`src/rtl/ps2_key_tracker_if.sv`:
```
// Byte stream from PS2_Controller and decoded make/break event bundle
// for the key tracker.
interface ps2_key_tracker_if #(
   parameter int IDX_W = 2
);
   logic [7:0]       received_data;
   logic             received_data_en;
   logic             event_valid;
   logic             event_break;
   logic [8:0]       event_code;
   logic [IDX_W-1:0] event_slot;

   modport master (
      output received_data, received_data_en,
      input  event_valid, event_break, event_code, event_slot
   );

   modport slave (
      input  received_data, received_data_en,
      output event_valid, event_break, event_code, event_slot
   );
endinterface

```
`src/rtl/ps2_key_tracker.sv`:
```
// PS/2 set-2 make/break parser with a held-key slot table for the synth.
// KEY_TRACKER_STEAL_EN: when full, a make replaces the oldest-allocated slot.
module ps2_key_tracker #(
   parameter int NUM_VOICES = 4,
   parameter int IDX_W      = 2
) (
   input  logic                    CLOCK_50,
   input  logic                    reset,
   ps2_key_tracker_if.slave        bus,
   input  logic                    clear_all,
   output logic [7:0]              last_data_received,
   output logic [NUM_VOICES-1:0]   voice_active,
   output logic [9*NUM_VOICES-1:0] voice_code,
   output logic                    overflow
);
   typedef enum logic [1:0] {IDLE, EXT, BRK, EXT_BRK} state_t;

   state_t           state, state_n;
   logic [7:0]       rx;
   logic             rx_en;
   logic             ign, fire, fire_brk;
   logic [8:0]       code;
   logic [8:0]       slot_code [NUM_VOICES];
   logic             hit, free;
   logic [IDX_W-1:0] hit_idx, free_idx;
   logic             alloc, clr, drop;
   logic [IDX_W-1:0] alloc_idx;
   logic             ev_valid, ev_break;
   logic [8:0]       ev_code;
   logic [IDX_W-1:0] ev_slot;

   assign rx    = bus.received_data;
   assign rx_en = bus.received_data_en;

   assign bus.event_valid = ev_valid;
   assign bus.event_break = ev_break;
   assign bus.event_code  = ev_code;
   assign bus.event_slot  = ev_slot;

   always_comb begin
      ign = rx inside {8'h00, 8'hAA, 8'hE1, 8'hEE, 8'hFA, 8'hFE, 8'hFF};
   end

   always_comb begin
      state_n  = state;
      fire     = 1'b0;
      fire_brk = 1'b0;
      code     = {1'b0, rx};
      if (rx_en) begin
         unique case (1'b1)
            ign:          state_n = IDLE;
            rx == 8'hE0:  state_n = EXT;
            rx == 8'hF0:  state_n = (state == EXT) ? EXT_BRK : BRK;
            default: begin
               fire     = 1'b1;
               fire_brk = state inside {BRK, EXT_BRK};
               code     = {state inside {EXT, EXT_BRK}, rx};
               state_n  = IDLE;
            end
         endcase
      end
   end

   // descending scan so the lowest matching/free index wins
   always_comb begin
      hit      = 1'b0;
      hit_idx  = '0;
      free     = 1'b0;
      free_idx = '0;
      for (int i = NUM_VOICES - 1; i >= 0; i--) begin
         if (voice_active[i] && slot_code[i] == code) begin
            hit     = 1'b1;
            hit_idx = IDX_W'(i);
         end
         if (!voice_active[i]) begin
            free     = 1'b1;
            free_idx = IDX_W'(i);
         end
      end
   end

`ifdef KEY_TRACKER_STEAL_EN
   // age = number of still-active slots allocated after this one
   logic [IDX_W-1:0] age [NUM_VOICES];
   logic [IDX_W-1:0] old_idx;

   always_comb begin
      old_idx = '0;
      for (int i = 0; i < NUM_VOICES; i++) begin
         if (age[i] == IDX_W'(NUM_VOICES - 1)) old_idx = IDX_W'(i);
      end
   end

   always_ff @(posedge CLOCK_50) begin
      if (reset) begin
         for (int i = 0; i < NUM_VOICES; i++) age[i] <= '0;
      end else if (!clear_all) begin
         for (int i = 0; i < NUM_VOICES; i++) begin
            if (alloc) begin
               if (alloc_idx == IDX_W'(i)) age[i] <= '0;
               else if (voice_active[i]) age[i] <= age[i] + 1'b1;
            end else if (clr) begin
               if (voice_active[i] && age[i] > age[hit_idx])
                  age[i] <= age[i] - 1'b1;
            end
         end
      end
   end
`endif

   always_comb begin
      drop      = fire && !fire_brk && !hit && !free;
      clr       = fire && fire_brk && hit;
      alloc     = fire && !fire_brk && !hit && free;
      alloc_idx = free_idx;
`ifdef KEY_TRACKER_STEAL_EN
      if (drop) begin
         alloc     = 1'b1;
         alloc_idx = old_idx;
      end
`endif
   end

   always_comb begin
      voice_code = '0;
      for (int i = 0; i < NUM_VOICES; i++) voice_code[9*i +: 9] = slot_code[i];
   end

   always_ff @(posedge CLOCK_50) begin
      if (reset) begin
         state              <= IDLE;
         last_data_received <= '0;
         voice_active       <= '0;
         overflow           <= 1'b0;
         ev_valid           <= 1'b0;
         ev_break           <= 1'b0;
         ev_code            <= '0;
         ev_slot            <= '0;
         for (int i = 0; i < NUM_VOICES; i++) slot_code[i] <= '0;
      end else begin
         ev_valid <= 1'b0;
         if (rx_en) last_data_received <= rx;
         if (clear_all) begin
            state        <= IDLE;
            voice_active <= '0;
            overflow     <= 1'b0;
         end else begin
            state <= state_n;
            if (drop) overflow <= 1'b1;
            if (alloc || clr) begin
               ev_valid <= 1'b1;
               ev_break <= clr;
               ev_code  <= code;
               ev_slot  <= clr ? hit_idx : alloc_idx;
            end
            for (int i = 0; i < NUM_VOICES; i++) begin
               if (alloc && alloc_idx == IDX_W'(i)) begin
                  voice_active[i] <= 1'b1;
                  slot_code[i]    <= code;
               end
               if (clr && hit_idx == IDX_W'(i)) voice_active[i] <= 1'b0;
            end
         end
      end
   end
endmodule

```
`src/flat_wrapper.sv`:
```
// flat-port wrapper written by rule: the top's interface ports become plain ports
module ps2_key_tracker_flat 
#(
   parameter int NUM_VOICES = 4,
   parameter int IDX_W      = 2
)
  (CLOCK_50, reset, clear_all, last_data_received, voice_active, voice_code, overflow, bus_received_data, bus_received_data_en, bus_event_valid, bus_event_break, bus_event_code, bus_event_slot);
  ps2_key_tracker_if #(.IDX_W(IDX_W)) bus_i ();
  input  logic CLOCK_50;
  input  logic reset;
  input  logic clear_all;
  output logic [7:0] last_data_received;
  output logic [NUM_VOICES-1:0] voice_active;
  output logic [9*NUM_VOICES-1:0] voice_code;
  output logic overflow;
  input wire logic [$bits(bus_i.received_data)-1:0] bus_received_data;
  input wire logic [$bits(bus_i.received_data_en)-1:0] bus_received_data_en;
  output wire logic [$bits(bus_i.event_valid)-1:0] bus_event_valid;
  output wire logic [$bits(bus_i.event_break)-1:0] bus_event_break;
  output wire logic [$bits(bus_i.event_code)-1:0] bus_event_code;
  output wire logic [$bits(bus_i.event_slot)-1:0] bus_event_slot;
  assign bus_i.received_data = bus_received_data;
  assign bus_i.received_data_en = bus_received_data_en;
  assign bus_event_valid = bus_i.event_valid;
  assign bus_event_break = bus_i.event_break;
  assign bus_event_code = bus_i.event_code;
  assign bus_event_slot = bus_i.event_slot;
  ps2_key_tracker #(.NUM_VOICES(NUM_VOICES), .IDX_W(IDX_W)) u_core (.CLOCK_50(CLOCK_50), .reset(reset), .bus(bus_i), .clear_all(clear_all), .last_data_received(last_data_received), .voice_active(voice_active), .voice_code(voice_code), .overflow(overflow));
endmodule
```
`config.mk`:
```
export PLATFORM = sky130hd
export DESIGN_NAME = ps2_key_tracker_flat
export DESIGN_NICKNAME = d
export VERILOG_FILES = /design/src/rtl/ps2_key_tracker_if.sv /design/src/rtl/ps2_key_tracker.sv /design/src/flat_wrapper.sv
export SDC_FILE = /design/constraint.sdc
export NUM_CORES = 1
export LEC_CHECK = 0
export BUFFER_PORTS_ARGS = -buffer_cell sky130_fd_sc_hd__buf_2
export CAP_MARGIN = 0
export CORE_AREA = 8 8 76 111
export DETAILED_ROUTE_END_ITERATION = 10
export DIE_AREA = 0 0 84 119
export PLACE_DENSITY = 0.73
export SYNTH_ARGS = -nofsm -noshare
export SYNTH_HDL_FRONTEND = slang
export SYNTH_SLANG_ARGS = --single-unit
```
`constraint.sdc`:
```
create_clock -name CLOCK_50 -period 4.3 [get_ports CLOCK_50]
set_input_delay 0.645 -clock CLOCK_50 [delete_from_list [all_inputs] [get_ports CLOCK_50]]
set_output_delay 0.645 -clock CLOCK_50 [all_outputs]
set_load 0.1 [all_outputs]
```
==> qor.yml <==
sta:
  final.period_utilization_pct: 76.6
  finalClockSkew_ns: 0.00445
  timing.fmax_mhz: 304
  unrepaired_setup_endpoints_after_global_routing: "false"
  timing_worst_slew_pin_value_ns: 0.675
  final_hold_viol_count: 0
  hold-worst-slack_ns: 0.453
  timing.final.setup_violations: 0
  fin_setup_tns_ns: 0
  max_slew_margin_pct: 54.6
  final.min_clock_period_ns: 3.29
  timing_max_transition_violations_final: 0
worst_setup_path:
  timing.critical_path.from_type: "input port"
  critical_path_arrival_ns: 3.35
  path_max_fanout: 13
  setup.worst_path.end_class: "flop"
  worst_ep_required_time_ns: 4.36
  crit_type: "input port to flop"
layout:
  finish.net_count: 400
  final_core_util_pct: 57.9
  finalInstanceArea_um2: 3940
  seqCellArea_um2: 1640
  fillers: 604
  multi_input_comb_area_um2: 1540
  area_growth_pct: 19.7
  drive_above_1_share_pct: 28.0
  antenna_cells_inserted: 0
clocking:
  clkLatencyLatePin_ns: 0.35
  tritoncts: "done"
  tritoncts.num_buffers: 9
  cts_buffer_depth: 2
  ctsHtreeMaxLevel: 3
  clock-sinks: 64
  cts_hold_repair.buffers: 0
  post_cts_buffers: 0
  cts_repair_resize_count: 0
  cts.clk_slew.worst_paths_ns: 0.07
  cts_root_buf: "sky130_fd_sc_hd__clkbuf_8"
yosys:
  yosys.area.top_type: "sky130_fd_sc_hd__edfxtp_1"
  yosys.area.top_type_share_pct: 32.8
  synth_area_per_cell_um2: 10.4
  most_common_cell_in_the_synthesized_netlist: "sky130_fd_sc_hd__edfxtp_1"
  yosys-top-cells-area: "sky130_fd_sc_hd__edfxtp_1 (33%), sky130_fd_sc_hd__dfxtp_1 (17%), sky130_fd_sc_hd__and2_1 (6.5%)"
  netlist_area_um2: 3290
  async_flop_share_pct: 0
  yosysWarnings: 0
  synth_seq_cells: 64
  postSynthCellCount: 317
  top_flip_flop_cell_by_instance_count_after_synthesis: "sky130_fd_sc_hd__edfxtp_1"
  post_synth_num_cell_types: 52
  synth_seq_area_share_pct: 49.8
  yosys-top-cells-count: "sky130_fd_sc_hd__edfxtp_1 (36), sky130_fd_sc_hd__and2_1 (34), sky130_fd_sc_hd__nand2_1 (32), sky130_fd_sc_hd__dfxtp_1 (28), sky130_fd_sc_hd__nor2_1 (21)"
  postSynthNetCount: 329
  synth_edf_count: 36
die:
  die-width_um: 84
  die_area_um2: 10000
  num_rows: 37
  start_util_pct: 48.4
  floorplan.die.height_um: 119
  coreArea_um2: 6810
  top_level_ports: 74
hold_path:
  hold_class: "flop to flop"
global_routing:
  antenna_violations_before_repair: 0
  wire_length_of_the_first_global_routing_pass_um: 14100
  grt_pass1_vias: 2743
  grt_max_degree: 23
  grt.total_usage_pct: 17.7
  globalRoute.totalOverflow: 0
detailed_routing:
  final_antenna_net_count: 0
  detailroute.via_count: 2658
  drt_iter0_drc: 162
  post_drt_wl_per_cell_um: 18.7
  detailroute.wirelength.met2_um: 4670
  avgViaCountPerCell: 5.64
  drc_markers: 0
  top_layer: "met4"
  wl_met1_um: 3390
  dr_wl_met3_um: 492
  firstDrtPassIters: 4
  routed_wirelength_um: 8790
place:
  placement.io_buffers: 73
  dp_hpwl_um: 6540
  finalWeightedCongestion: 0.842
  placed_cell_area_um2: 3710
run_status:
  outcome: "finished, final reports clean"
pwr:
  vdd_drop_max_uv: 239
  p_total_mw: 1.60
  power.density_cell_area_nw_per_um2: 406
  p_leak_nw: 1.59
job:
  maxcap_violations: 0
==> kinds of logic (layout without fill, tap and decap cells) <==
group | count (synthesis) | in the layout | share of synthesized area [%]
compound gates | 44 | 44 | 9.50
xor+xnor | 34 | 34 | 9.04
buf+inv | 25 | 101 | 3.46
flops | 64 | 64 | 49.8
mux | 10 | 10 | 3.19
simple gates | 140 | 140 | 25.0
==> through the flow <==
stage / worst slack (ns) / std cells
after detailed placement: 0.673 / 455
final: 1.01 / 471
after global placement: 0.829 / 455
after CTS: 1.02 / 471
after global routing: 0.884 / 471
after floorplan: 0.711 / 317
==> critical path, cell delays in order <==
cell                      delay (ns)
sky130_fd_sc_hd__buf_2          0.28
sky130_fd_sc_hd__and3_1         0.40
sky130_fd_sc_hd__and3_4         0.28
sky130_fd_sc_hd__a32o_1         0.18
sky130_fd_sc_hd__nor4_1         0.09
sky130_fd_sc_hd__nor4_2         0.34
sky130_fd_sc_hd__nand3_4        0.21
sky130_fd_sc_hd__nor2_1         0.28
sky130_fd_sc_hd__nand2_1        0.13
sky130_fd_sc_hd__o31ai_1        0.28
sky130_fd_sc_hd__buf_4          0.23
==> metal layers <==
layer	vias to the layer above	global-route usage [%]
li1	1265	-
met5	-	0
met2	85	31.6
met4	0	8.68
met1	1290	18.6
met3	18	4.84
==> power by group <==
group	total, mW	switching [mW]	internal [mW]	leakage [nW]
logic	0.328	0.270	0.0576	0.870
registers	0.691	0.0192	0.671	0.603
clock network	0.583	0.244	0.339	0.118
total	1.60	0.533	1.07	1.59
==> cells in the final DEF (no fill, tap or decap), types with 6 or more instances in the layout <==
| cell | instances |
|---|---|
| sky130_fd_sc_hd__buf_4 | 6 |
| sky130_fd_sc_hd__mux2i_1 | 9 |
| sky130_fd_sc_hd__o21ai_0 | 8 |
| sky130_fd_sc_hd__clkbuf_8 | 9 |
| sky130_fd_sc_hd__xor2_1 | 14 |
| sky130_fd_sc_hd__edfxtp_1 | 36 |
| sky130_fd_sc_hd__inv_1 | 6 |
| sky130_fd_sc_hd__nor2_1 | 21 |
| sky130_fd_sc_hd__dfxtp_1 | 28 |
| sky130_fd_sc_hd__xnor2_1 | 20 |
| sky130_fd_sc_hd__nand3_1 | 8 |
| sky130_fd_sc_hd__nand4_1 | 8 |
| sky130_fd_sc_hd__buf_2 | 73 |
| sky130_fd_sc_hd__and2_1 | 34 |
| sky130_fd_sc_hd__nand2_1 | 32 |
| sky130_fd_sc_hd__a21oi_1 | 16 |
| sky130_fd_sc_hd__nor4_1 | 6 |
==> state kept, by name, indices dropped and copies added (netlist names) <==
| name | cells |
|---|---|
| u_core.state | 2 |
| u_core.overflow | 1 |
| u_core.slot_code | 36 |
| u_core.bus.event_code | 9 |
| u_core.last_data_received | 8 |
| u_core.bus.event_valid | 1 |
| u_core.bus.event_break | 1 |
| u_core.bus.event_slot | 2 |
| u_core.voice_active | 4 |
==> path summary, 6_finish.rpt <==
kind | start | to | slack [ns] | cells after the start
setup / recovery | bus_received_data[7] | u_core.slot_code[3][4] | 1.01 | 11
hold / removal | u_core.bus.event_break | u_core.bus.event_break | 0.45 | 2
setup reg to reg | u_core.slot_code[2][5] | u_core.slot_code[2][5] | 1.49 | 9
hold reg to reg | u_core.bus.event_break | u_core.bus.event_break | 0.45 | 2
==> final cells by class <==
class	instances	area share [%]
Multi-Input combinational cell	228	39.0
Inverter	6	0.571
Tap cell	78	2.48
Clock inverter	5	1.46
Timing Repair Buffer	79	10.4
Sequential cell	64	41.7
Clock buffer	11	4.41
Note: power is estimated with default switching activity, not from simulation.
